==> config.mk <==
export PLATFORM = sky130hd
export DESIGN_NAME = hex_scan_controller
export DESIGN_NICKNAME = d
export VERILOG_FILES = /design/src/rtl/hex_scan_controller.sv
export SDC_FILE = /design/constraint.sdc
export NUM_CORES = 1
export LEC_CHECK = 0
export ABC_CLOCK_PERIOD_IN_PS = 2400
export BUFFER_PORTS_ARGS = -buffer_cell sky130_fd_sc_hd__buf_2
export CORE_UTILIZATION = 42
export CTS_CLUSTER_SIZE = 28
export DETAILED_ROUTE_END_ITERATION = 7
export PLACE_DENSITY = 0.69
export SKIP_LAST_GASP = 1
export SLEW_MARGIN = 20
export SYNTH_ARGS = -nofsm -noshare
export SYNTH_HDL_FRONTEND = slang
export SYNTH_SLANG_ARGS = --single-unit
==> constraint.sdc <==
create_clock -name clk -period 2.4 [get_ports clk]
set_input_delay 0.72 -clock clk [delete_from_list [all_inputs] [get_ports clk]]
set_output_delay 0.72 -clock clk [all_outputs]
set_load 0.03 [all_outputs]
==> src/rtl/hex_scan_controller.sv <==
// hex_scan_controller
//   Time-multiplexes NUM_DIGITS hex digits onto one shared hex-to-7-segment
//   decoder. Each digit gets a BLANK gap (all digits dark) followed by a SHOW
//   dwell. Displayed contents are double-buffered: a load is held pending and
//   copied into the active buffer only at a frame boundary, or immediately
//   while the display is disabled.
// Ports
//   clk         system clock, rising edge
//   rst_n       synchronous active-low reset
//   disp_en     1 = scan running, 0 = dark and parked at BLANK(0)
//   load        1-cycle request to update display contents
//   load_value  digit k nibble at [4k+3:4k]
//   load_dots   digit k dot request, 1 = on
//   load_ack    1-cycle pulse after new contents become active
//   hex_nibble  nibble to the shared decoder
//   hex_dot     dot to the decoder, active-low
//   digit_en_n  active-low digit enables, at most one low
module hex_scan_controller #(
   parameter int unsigned NUM_DIGITS   = 4,
   parameter int unsigned DWELL_CYCLES = 50000,
   parameter int unsigned BLANK_CYCLES = 500
) (
   input  logic                    clk,
   input  logic                    rst_n,
   input  logic                    disp_en,
   input  logic                    load,
   input  logic [4*NUM_DIGITS-1:0] load_value,
   input  logic [NUM_DIGITS-1:0]   load_dots,
   output logic                    load_ack,
   output logic [3:0]              hex_nibble,
   output logic                    hex_dot,
   output logic [NUM_DIGITS-1:0]   digit_en_n
);

   localparam int unsigned VW   = 4 * NUM_DIGITS;
   localparam int unsigned TMAX = (DWELL_CYCLES > BLANK_CYCLES) ? DWELL_CYCLES : BLANK_CYCLES;
   localparam int unsigned TW   = $clog2(TMAX + 1);
   localparam int unsigned IW   = $clog2(NUM_DIGITS);

   localparam logic [TW-1:0] BLANK_LAST = TW'(BLANK_CYCLES - 1);
   localparam logic [TW-1:0] DWELL_LAST = TW'(DWELL_CYCLES - 1);
   localparam logic [IW-1:0] IDX_LAST   = IW'(NUM_DIGITS - 1);

   typedef enum logic {
      ST_BLANK = 1'b0,
      ST_SHOW  = 1'b1
   } state_t;

   state_t        state, state_nxt;
   logic [IW-1:0] idx, idx_nxt;
   logic [TW-1:0] timer, timer_nxt;

   logic                  pending, pending_nxt;
   logic [VW-1:0]         pend_value;
   logic [NUM_DIGITS-1:0] pend_dots;
   logic [VW-1:0]         act_value, act_value_nxt;
   logic [NUM_DIGITS-1:0] act_dots, act_dots_nxt;

   logic                  frame_end;
   logic                  xfer;
   logic [3:0]            nibble_nxt;
   logic                  dot_nxt;
   logic [NUM_DIGITS-1:0] en_nxt;

   // State register
   always_ff @(posedge clk) begin
      if (!rst_n) begin
         state <= ST_BLANK;
         idx   <= '0;
         timer <= '0;
      end else begin
         state <= state_nxt;
         idx   <= idx_nxt;
         timer <= timer_nxt;
      end
   end

   // Next-state: BLANK -> SHOW -> BLANK(next digit); disable parks at BLANK(0)
   always_comb begin
      state_nxt = state;
      idx_nxt   = idx;
      timer_nxt = timer + TW'(1);
      if (!disp_en) begin
         state_nxt = ST_BLANK;
         idx_nxt   = '0;
         timer_nxt = '0;
      end else begin
         case (state)
            ST_BLANK: begin
               if (timer == BLANK_LAST) begin
                  state_nxt = ST_SHOW;
                  timer_nxt = '0;
               end
            end
            ST_SHOW: begin
               if (timer == DWELL_LAST) begin
                  state_nxt = ST_BLANK;
                  timer_nxt = '0;
                  idx_nxt   = (idx == IDX_LAST) ? '0 : idx + IW'(1);
               end
            end
            default: begin
               state_nxt = ST_BLANK;
               idx_nxt   = '0;
               timer_nxt = '0;
            end
         endcase
      end
   end

   // Buffer transfer: at the edge leaving SHOW(N-1), or any cycle while dark.
   // A load on the transfer cycle bypasses the pending buffer.
   always_comb begin
      frame_end     = disp_en && (state == ST_SHOW) && (idx == IDX_LAST) && (timer == DWELL_LAST);
      xfer          = (pending || load) && (frame_end || !disp_en);
      act_value_nxt = act_value;
      act_dots_nxt  = act_dots;
      pending_nxt   = pending;
      if (xfer) begin
         act_value_nxt = load ? load_value : pend_value;
         act_dots_nxt  = load ? load_dots  : pend_dots;
         pending_nxt   = 1'b0;
      end else if (load) begin
         pending_nxt   = 1'b1;
      end
   end

   // Output decode from the next state; nibble/dot only refresh while blanked
   always_comb begin
      en_nxt     = '1;
      nibble_nxt = hex_nibble;
      dot_nxt    = hex_dot;
      if (state_nxt == ST_BLANK) begin
         for (int k = 0; k < NUM_DIGITS; k++) begin
            if (idx_nxt == IW'(k)) begin
               nibble_nxt = act_value_nxt[4*k +: 4];
               dot_nxt    = ~act_dots_nxt[k];
            end
         end
      end else begin
         for (int k = 0; k < NUM_DIGITS; k++) begin
            if (idx_nxt == IW'(k)) begin
               en_nxt[k] = 1'b0;
            end
         end
      end
   end

   // Buffers and registered outputs
   always_ff @(posedge clk) begin
      if (!rst_n) begin
         pending    <= 1'b0;
         pend_value <= '0;
         pend_dots  <= '0;
         act_value  <= '0;
         act_dots   <= '0;
         load_ack   <= 1'b0;
         hex_nibble <= 4'h0;
         hex_dot    <= 1'b1;
         digit_en_n <= '1;
      end else begin
         pending    <= pending_nxt;
         if (load) begin
            pend_value <= load_value;
            pend_dots  <= load_dots;
         end
         act_value  <= act_value_nxt;
         act_dots   <= act_dots_nxt;
         load_ack   <= xfer;
         hex_nibble <= nibble_nxt;
         hex_dot    <= dot_nxt;
         digit_en_n <= en_nxt;
      end
   end

endmodule
==> run_results.csv, run 1 <==
group,metric,value,unit
worst_hold_path,hold_path_depth,1,
sta,fin_crit_sh,0.947,
global_routing,grt_use_met2,0.257,
detailed_routing,firstDrtPassIters,4,
setup_path,cell_family_with_the_largest_share_of_critical_path_delay,"simple AND/OR/NAND/NOR gates",
floorplan,die_area,7330,um2
sta,setup_failing_eps_final,0,
setup_path,worst-endpoint-arrival,2.56,ns
global_routing,use_met3,0.0597,
clock_tree,cts.htree.levels,3,
yosys,async_reset_ff_frac,0,
global_routing,grt_use_total,0.176,
clock_tree,tritoncts.num_buffers,9,
detailed_routing,post-route-drc-count,0,
placement,global_placer_s_final_weighted_congestion,0.781,
detailed_routing,drt_first_iter_violations,107,
global_routing,grt_start_max_net_pins,24,
sta,finalSetupTns,0,ns
setup_path,r2r.worst_path.cells,8,
clock_tree,root_buffer,"clkbuf_8",
finish,fraction_of_final_layout_cells_with_drive_strength_greater_than_1,0.235,
detailed_routing,post_drt_via_cell_ratio,5.13,
setup_path,chain_of_cells_forming_the_critical_path,"nor4_4, nand4_4, o32ai_4, buf_6, mux2i_1, o21ai_0, and3_1, o21ai_1",
global_routing,gr-total-overflow,0,
yosys,synth_top_area_share,0.477,
sta,hold-worst-slack,0.428,ns
yosys,synth_top_family_by_area,"simple AND/OR/NAND/NOR gates",
clock_tree,worst_setup_hold_path_clk_slew,0.08,ns
finish,area.growth.synth_to_final,18.0,%
yosys,synth_cell_type_count,46,
yosys,post-synth-top-area-cell,"dfxtp_1",
yosys,synth_warnings,0,
finish,nNetsFinal,378,
global_routing,globalRouteMet1Util,0.237,
yosys,syn-instance-count,310,
sta,timing.slew.headroom,0.691,
setup_path,cp_bufs_invs,1,
detailed_routing,route.detailed.wl_per_inst,13.8,um
yosys,synth-seq-cells,70,
sta,rsz0062_at_grt,"false",
detailed_routing,route.antenna.remaining_nets,0,
yosys,synthXorXnorAreaFrac,0.0418,
setup_path,cp_slowest_cell,"o32ai_4",
power,pwr_density_cell,699,nW/um2
setup_path,crit_path_max_incr_delay,0.41,ns
setup_path,worstSetupPathType,"flop to flop",
run_status,outcome,"completed",
run,max_cap_viol_count,0,
floorplan,start_util,0.434,
global_routing,wire_length_of_the_first_global_routing_pass,9910,um
placement,numPortBuffers,33,
yosys,syn_area_per_cell,9.47,um2
finish,post_route_design_area,3460,um2
global_routing,via_count_of_the_first_global_routing_pass,2073,
sta,post-route-min-period,2.27,ns
yosys,syn_area,2940,um2
placement,dpl_worst_slack,0.0930,ns
setup_path,critical_path_peak_fanout,9,
finish,utilization,0.513,
floorplan,core_area,6760,um2
yosys,ys.flop_type,"dfxtp_1",
yosys,synth-compound-area-share,0.0989,
global_routing,antenna_found_initial,0,
yosys,muxShareOfSynthArea,0.121,
yosys,synth-edff-count,0,
finish,antennaDiodeCount,0,
worst_hold_path,timing.hold.worst.class,"flop to flop",
detailed_routing,route.vias.total,2243,
clock_tree,cts_tree,"built",
floorplan,die-height,85.6,um
placement,hpwlAfterDp,4190,um
setup_path,critical_path_required,2.69,ns
sta,final.setup_skew,0.00981,ns
clock_tree,clk-insertion-delay-late,0.35,ns
setup_path,critical_path_sink_type,"flop",
global_routing,gr-max-usage-layer,"met2",
detailed_routing,drt_wl_total,6040,um
clock_tree,cts.path.max_buffers,2,
placement,placement_cell_area,3210,um2
yosys,syn_nets,336,
sta,clock.fmax,0.440,GHz
clock_tree,numClockSinks,70,
yosys,synth.yosys.seq_area_share,0.477,
power,power.ir.vdd_worst,0.000466,V
yosys,post_synth_and_or_nand_nor_area_fraction,0.217,
sta,timing_max_transition_violations_final,0,
setup_path,timing.critical_path.from_type,"flop",
power,leak,1.41,nW
sta,worst_slack,0.126,ns
floorplan,die_w,85.6,um
yosys,ys_top_cells_by_area,"dfxtp_1 (48%), mux2i_1 (7.8%), nor2_1 (7.4%)",
setup_path,cp_num_cells,8,
sta,tightestPinTransition,0.463,ns
floorplan,io_pins,34,
floorplan,rows,30,
sta,report.final.hold_viol_count,0,
yosys,synthAdderAreaFrac,0.00853,
[cell families after synthesis]
family,after synthesis
xor+xnor,14
flops,70
simple gates,126
compound gates,42
mux,34
fa+ha+maj,2
buf+inv,22
[final timing paths]
check,startpoint,to,slack (ns)
min,timer[0]$_SDFF_PN0_,timer[0]$_SDFF_PN0_,0.43
max reg2reg,timer[12]$_SDFF_PN0_,hex_dot$_SDFFE_PN1P_,0.13
max,timer[12]$_SDFF_PN0_,hex_dot$_SDFFE_PN1P_,0.13
min reg2reg,timer[0]$_SDFF_PN0_,timer[0]$_SDFF_PN0_,0.43
[per-stage QoR]
stage               power (W)  std cells
floorplan             0.00139        310
global placement      0.00144        419
detailed placement    0.00145        419
CTS                   0.00243        435
global route          0.00252        437
finish                0.00242        437
[sequential cells by signal, indices dropped and copies added (netlist names)]
register and flops:
timer 16, act_dots 4, pend_value 16, digit_en_n 4, act_value 16, hex_nibble 4
hex_dot 1, state 1, idx 2, pend_dots 4, load_ack 1, pending 1
[power breakdown]
| part | leakage [nW] | internal (W) | total (W) | switching, W |
|---|---|---|---|---|
| combinational | 0.741 | 0.0000909 | 0.000205 | 0.000114 |
| clock | 0.0944 | 0.000494 | 0.000992 | 0.000498 |
| sequential | 0.573 | 0.00121 | 0.00122 | 0.0000146 |
| total | 1.41 | 0.00179 | 0.00242 | 0.000626 |
[final cells by class]
type,count,area (um2)
Fill cell,619,3290
Sequential cell,70,1400
Clock inverter,7,81.3
Multi-Input combinational cell,218,1440
Timing Repair Buffer,49,297
Tap cell,80,100
Clock buffer,9,124
Inverter,4,15.0
[synth_stat cells, types with 5 or more instances]
cell and count:
dfxtp_1 70, nor2_1 58, mux2i_1 23, nand2_1 17, and2_1 13, mux2_2 11
a211oi_1 10, clkbuf_1 10, xor2_1 10, o21ai_0 9, and3_1 7, a21oi_1 6
nand3_1 5, or3_1 5
[cell usage in the layout (no fill, tap or decap), types with 2 or more instances in the layout]
cell type	netlist	layout
nand3_1	5	5
a211oi_1	10	10
or3_1	5	5
nor3_1	4	4
o21ai_1	4	4
clkinvlp_4	0	3
nor4_1	2	2
o21ai_0	9	9
xnor2_1	4	4
nand2_1	17	17
and3_1	7	6
mux2_2	11	11
buf_4	1	14
dfxtp_1	70	69
and2_1	13	13
clkbuf_8	0	9
nand4_1	3	3
mux2i_1	23	22
inv_6	0	2
nor2_1	58	58
a31oi_1	3	3
buf_2	4	33
nand2b_1	3	3
ha_1	2	2
xor2_1	10	10
a21oi_1	6	6
inv_1	4	4
[layer usage]
| metal | vias to the layer above | wire length [um] |
|---|---|---|
| li1 | 1151 | - |
| met1 | 1033 | 2950 |
| met2 | 49 | 2690 |
| met3 | 10 | 294 |
| met4 | 0 | 108 |
| met5 | - | 0 |
[what timing repair did]
item,in CTS,in global routing
buffers inserted,0,1
hold buffers,0,0
setup endpoints to repair,0,6
resized for setup,0,9
No activity file was read; power rests on OpenSTA's default activity.
==> run 2: changes to the inputs <==
--- a/config.mk
+++ b/config.mk
@@ -5,12 +5,12 @@
 export SDC_FILE = /design/constraint.sdc
 export NUM_CORES = 1
 export LEC_CHECK = 0
-export ABC_CLOCK_PERIOD_IN_PS = 2400
+export ABC_CLOCK_PERIOD_IN_PS = 2700
 export BUFFER_PORTS_ARGS = -buffer_cell sky130_fd_sc_hd__buf_2
 export CORE_UTILIZATION = 42
 export CTS_CLUSTER_SIZE = 28
 export DETAILED_ROUTE_END_ITERATION = 7
-export PLACE_DENSITY = 0.69
+export PLACE_DENSITY = 0.67
 export SKIP_LAST_GASP = 1
 export SLEW_MARGIN = 20
 export SYNTH_ARGS = -nofsm -noshare
==> constraint.sdc (replaced) <==
create_clock -name clk -period 2.7 [get_ports clk]
set_input_delay 0.81 -clock clk [delete_from_list [all_inputs] [get_ports clk]]
set_output_delay 0.81 -clock clk [all_outputs]
set_load 0.03 [all_outputs]
==> run 2 against run 1 <==
- sequential share of layout area up 0.75 points
- routed wire length fell by 5.4%
- final cell count down 0.92%
- core utilization down 0.98 points
- non-clock buffer count is 4 lower
- clock power is 15% lower
- critical path depth up 1
- combinational power down 17%
- worst setup slack improved by 0.23 ns
- critical endpoint unchanged
- largest cell class unchanged
- largest power group unchanged
==> run_results.csv, run 2 (same netlist as run 1, synthesis figures left out) <==
group,metric,value,unit
run_status,outcome,"completed",
detailed_routing,post_drt_via_cell_ratio,5.20,
sta,report.final.hold_viol_count,0,
global_routing,gr-total-overflow,0,
sta,timing_max_transition_violations_final,0,
placement,numPortBuffers,33,
finish,antennaDiodeCount,0,
finish,fraction_of_final_layout_cells_with_drive_strength_greater_than_1,0.218,
floorplan,core_area,6760,um2
placement,dpl_worst_slack,0.288,ns
detailed_routing,route.detailed.wl_per_inst,13.2,um
finish,area.growth.synth_to_final,15.7,%
power,pwr_density_cell,618,nW/um2
power,internal-power,0.00158,W
detailed_routing,post-route-drc-count,0,
detailed_routing,route.antenna.remaining_nets,0,
setup_path,worstSetupPathType,"flop to flop",
floorplan,io_pins,34,
detailed_routing,route.vias.total,2252,
power,leak,1.39,nW
clock_tree,tritoncts.num_buffers,9,
detailed_routing,drt_wl_total,5710,um
sta,tightestPinTransition,0.485,ns
floorplan,rows,30,
clock_tree,clk-insertion-delay-late,0.34,ns
sta,clock.fmax,0.427,GHz
sta,timing.slew.headroom,0.676,
power,swShare,0.248,
global_routing,grt_start_max_net_pins,24,
global_routing,grt_use_total,0.173,
setup_path,critical_path_sink_type,"flop",
floorplan,die_w,85.6,um
power,share_comb_of_total_power,0.082,
global_routing,wire_length_of_the_first_global_routing_pass,9900,um
worst_hold_path,timing.hold.worst.class,"flop to flop",
placement,hpwlAfterDp,4010,um
clock_tree,numClockSinks,70,
sta,post-route-min-period,2.34,ns
clock_tree,ctsHoldBuffers,0,
finish,reg.largest.list,"act_value (16), pend_value (16), timer (16)",
power,total_switching_power,0.000521,W
clock_tree,cts.path.max_buffers,2,
detailed_routing,firstDrtPassIters,4,
power,power.ir.vdd_worst,0.000361,V
floorplan,start_util,0.434,
sta,fin_crit_sh,0.868,
clock_tree,root_buffer,"clkbuf_8",
power,p_total,0.00210,W
finish,nNetsFinal,374,
sta,final.setup_skew,0.00794,ns
finish,final_cell_mix,"dfxtp_1 (70), nor2_1 (58), buf_2 (33), mux2i_1 (23), nand2_1 (17)",
setup_path,worst-endpoint-arrival,2.62,ns
setup_path,timing.critical_path.from_type,"flop",
sta,setup_failing_eps_final,0,
clock_tree,cts_tree,"built",
run,max_cap_viol_count,0,
placement,place_inst,414,
finish,most_common_library_cell_in_the_layout_ignoring_fill_and_taps,"dfxtp_1",
worst_hold_path,hold_path_depth,1,
detailed_routing,drt_first_iter_violations,230,
setup_path,critical_path_peak_fanout,12,
clock_tree,worst_setup_hold_path_clk_slew,0.07,ns
clock_tree,cts.htree.levels,3,
power,seq_power_share,0.518,
global_routing,via_count_of_the_first_global_routing_pass,2071,
setup_path,r2r.worst_path.cells,9,
power,fraction_of_power_consumed_by_the_clock_network,0.401,
global_routing,antenna_found_initial,0,
finish,layoutNonFillerInstCount,433,
sta,rsz0062_at_grt,"false",
sta,finalSetupTns,0,ns
floorplan,die_area,7330,um2
sta,worst_slack,0.356,ns
floorplan,die-height,85.6,um
placement,global_placer_s_final_weighted_congestion,0.744,
setup_path,critical_path_required,2.97,ns
## run 2: cell count changes in the layout (fill, tap and decap cells not counted), moves of 2 or more
cell	previous run	this run
buf_4	14	12
clkinv_2	0	2
clkinv_4	0	2
clkinvlp_4	3	1
## run 2: through the flow
stage | util | cell area [um2] | hold slack, ns
after floorplan | - | 2940 | 0.426
after global placement | 0.470 | 3180 | 0.440
after detailed placement | 0.470 | 3180 | 0.453
after CTS | 0.499 | 3370 | 0.470
after global routing | 0.503 | 3400 | 0.496
final | 0.503 | 3400 | 0.465
## run 2: power groups by stage
stage | Sequential [W] | Combinational [W] | Clock [W]
2_1_floorplan | 0.00112 | 0.000117 | 0
3_3_place_gp | 0.00111 | 0.000170 | 0
3_5_place_dp | 0.00111 | 0.000173 | 0
4_1_cts | 0.00109 | 0.000174 | 0.000865
5_1_grt | 0.00109 | 0.000194 | 0.000911
6_report | 0.00109 | 0.000171 | 0.000842
## run 2: worst max-delay path, cell delays in order, from the launching register on
cell     delay (ns)
dfxtp_1        0.37
ha_1           0.21
and3_1         0.22
nand3_2        0.21
o32ai_4        0.32
buf_4          0.27
mux2i_1        0.26
o21ai_0        0.09
and3_1         0.20
o21ai_1        0.12
## run 2: timing repair
action	4_1_cts	5_1_grt
endpoints found under the setup margin	0	1
buffers inserted	0	3
resized for setup	0	0
## run 2: path summary, 6_finish.rpt
kind                                           from                   end  slack (ns)
worst max-delay path            timer[0]$_SDFF_PN0_  hex_dot$_SDFFE_PN1P_        0.36
worst min-delay path            timer[0]$_SDFF_PN0_   timer[0]$_SDFF_PN0_        0.47
worst max register to register  timer[0]$_SDFF_PN0_  hex_dot$_SDFFE_PN1P_        0.36
worst min register to register  timer[0]$_SDFF_PN0_   timer[0]$_SDFF_PN0_        0.47
## run 2: final cells by class
cell class | instances | area (um2)
clock buffer | 9 | 124
sequential | 70 | 1400
fill | 659 | 3360
timing repair buffer | 45 | 255
multi-input combinational | 218 | 1430
inverter | 4 | 15.0
clock inverter | 7 | 73.8
tap | 80 | 100
## run 2: routing by layer
metal | wire length [um] | track usage | up-vias
li1 | - | - | 1145
met1 | 2930 | 0.246 | 1047
met2 | 2450 | 0.252 | 49
met3 | 232 | 0.0375 | 11
met4 | 104 | 0.0788 | 0
met5 | 0 | 0 | -
==> run 3: changes to the inputs <==
--- a/config.mk
+++ b/config.mk
@@ -10,7 +10,7 @@
 export CORE_UTILIZATION = 42
 export CTS_CLUSTER_SIZE = 28
 export DETAILED_ROUTE_END_ITERATION = 7
-export PLACE_DENSITY = 0.67
+export PLACE_DENSITY = 0.6
 export SKIP_LAST_GASP = 1
 export SLEW_MARGIN = 20
 export SYNTH_ARGS = -nofsm -noshare
==> run 3 against run 2 <==
- worst hold slack worse by 0.0017 ns
- final cell count down 0.46%
- critical path depth down 3
- final area up 0.66%
==> run_results.csv, run 3 (same netlist as run 1, synthesis figures left out) <==
group,metric,value,unit
floorplan,core_area,6760,um2
setup_path,critical_path_required,2.92,ns
sta,post-route-min-period,2.43,ns
clock_tree,root_buffer,"clkbuf_8",
detailed_routing,drt_wl_total,5880,um
clock_tree,cts.htree.levels,3,
detailed_routing,post_drt_via_cell_ratio,5.18,
finish,final.fill_count,660,
sta,finalSetupTns,0,ns
clock_tree,tritoncts.num_buffers,9,
power,power.ir.vdd_worst,0.000342,V
finish,final_cell_mix,"dfxtp_1 (70), nor2_1 (58), buf_2 (33), mux2i_1 (23), nand2_1 (17)",
placement,hpwlAfterDp,4140,um
sta,fin_crit_sh,0.899,
placement,numPortBuffers,33,
finish,most_common_library_cell_in_the_layout_ignoring_fill_and_taps,"dfxtp_1",
setup_path,critical_path_peak_fanout,13,
sta,tightestPinTransition,0.819,ns
clock_tree,post-cts-setup-buffers,0,
floorplan,rows,30,
floorplan,die_area,7330,um2
floorplan,die_w,85.6,um
finish,reg.largest.list,"act_value (16), pend_value (16), timer (16)",
placement,global_placer_s_final_weighted_congestion,0.859,
finish,utilization,0.506,
setup_path,worst-endpoint-arrival,2.65,ns
finish,fraction_of_final_layout_cells_with_drive_strength_greater_than_1,0.214,
clock_tree,cts_tree,"built",
power,pwr_density_cell,646,nW/um2
global_routing,grt_start_max_net_pins,36,
global_routing,via_count_of_the_first_global_routing_pass,2211,
global_routing,grt_use_total,0.180,
clock_tree,cts.path.max_buffers,2,
finish,nNetsFinal,372,
run_status,outcome,"completed",
global_routing,gr-total-overflow,0,
finish,antennaDiodeCount,0,
sta,timing_max_transition_violations_final,0,
finish,layoutNonFillerInstCount,431,
sta,timing.slew.headroom,0.452,
setup_path,critical_path_sink_type,"flop",
detailed_routing,firstDrtPassIters,5,
clock_tree,post_cts.resized_instances,0,
floorplan,die-height,85.6,um
sta,report.final.hold_viol_count,0,
detailed_routing,post-route-drc-count,0,
clock_tree,ctsHoldBuffers,0,
setup_path,timing.critical_path.from_type,"flop",
placement,place_inst,415,
setup_path,worstSetupPathType,"flop to flop",
sta,setup_failing_eps_final,0,
detailed_routing,route.detailed.wl_per_inst,13.6,um
sta,final.setup_skew,0.0109,ns
sta,clock.fmax,0.412,GHz
power,leak,1.40,nW
floorplan,io_pins,34,
clock_tree,clk-insertion-delay-late,0.34,ns
detailed_routing,route.antenna.remaining_nets,0,
floorplan,start_util,0.434,
clock_tree,worst_setup_hold_path_clk_slew,0.07,ns
global_routing,wire_length_of_the_first_global_routing_pass,10200,um
sta,rsz0062_at_grt,"false",
detailed_routing,drt_first_iter_violations,91,
worst_hold_path,timing.hold.worst.class,"flop to flop",
clock_tree,numClockSinks,70,
detailed_routing,route.vias.total,2231,
global_routing,antenna_found_initial,0,
run,max_cap_viol_count,0,
finish,area.growth.synth_to_final,16.5,%
==> run 3: cell count changes in the layout (fill, tap and decap cells not counted), sizes merged <==
cell	previous run	this run
clkinvlp	1	2
bufinv	1	2
clkbuf	9	10
clkinv	4	2
buf	45	43
inv	5	4
==> run 3: per-stage QoR <==
| step | hold WS, ns | area, um2 | total power, W | setup WS, ns |
|---|---|---|---|---|
| floorplan | 0.426 | 2940 | 0.00123 | 0.416 |
| global placement | 0.439 | 3200 | 0.00128 | 0.338 |
| detailed placement | 0.450 | 3200 | 0.00129 | 0.286 |
| CTS | 0.467 | 3420 | 0.00223 | 0.276 |
| global route | 0.518 | 3420 | 0.00229 | 0.0521 |
| finish | 0.463 | 3420 | 0.00221 | 0.273 |
==> run 3: path summary, 6_finish.rpt <==
kind / startpoint / end / slack, ns / depth (start not counted)
worst max-delay path: timer[0]$_SDFF_PN0_ / digit_en_n[1]$_SDFF_PN1_ / 0.27 / 6
worst min-delay path: timer[0]$_SDFF_PN0_ / timer[0]$_SDFF_PN0_ / 0.46 / 1
worst max register to register: timer[0]$_SDFF_PN0_ / digit_en_n[1]$_SDFF_PN1_ / 0.27 / 6
worst min register to register: timer[0]$_SDFF_PN0_ / timer[0]$_SDFF_PN0_ / 0.46 / 1
==> run 3: power breakdown <==
| group | switching (W) | total, W | internal, W |
|---|---|---|---|
| Combinational | 0.0000979 | 0.000175 | 0.0000773 |
| Clock | 0.000404 | 0.000946 | 0.000542 |
| Sequential | 0.0000127 | 0.00109 | 0.00107 |
==> run 3: metal layers <==
metal	up-vias	part of all wire	global-route usage
met4	0	0.0099	0.0682
met5	-	0	0
met2	51	0.45	0.275
li1	1142	-	-
met3	5	0.050	0.0472
met1	1033	0.49	0.246
==> run 3: layout make-up <==
type                    instances  area, um2  share of cell area
repair buffers                 43        253              0.0739
clock inverters                 6       85.1              0.0249
multi-input cells             218       1430               0.417
well taps                      80        100              0.0293
flip-flops and latches         70       1400               0.410
clock buffers                  10        138              0.0402
inverters                       4       15.0             0.00439
==> run 3: critical path, stage by stage (launching register included) <==
cell and delay [ns]:
dfxtp_1 0.37, ha_1 0.20, or4b_2 0.60, nor3_1 0.15
and3_1 0.22, o211ai_1 0.32, or3_1 0.45
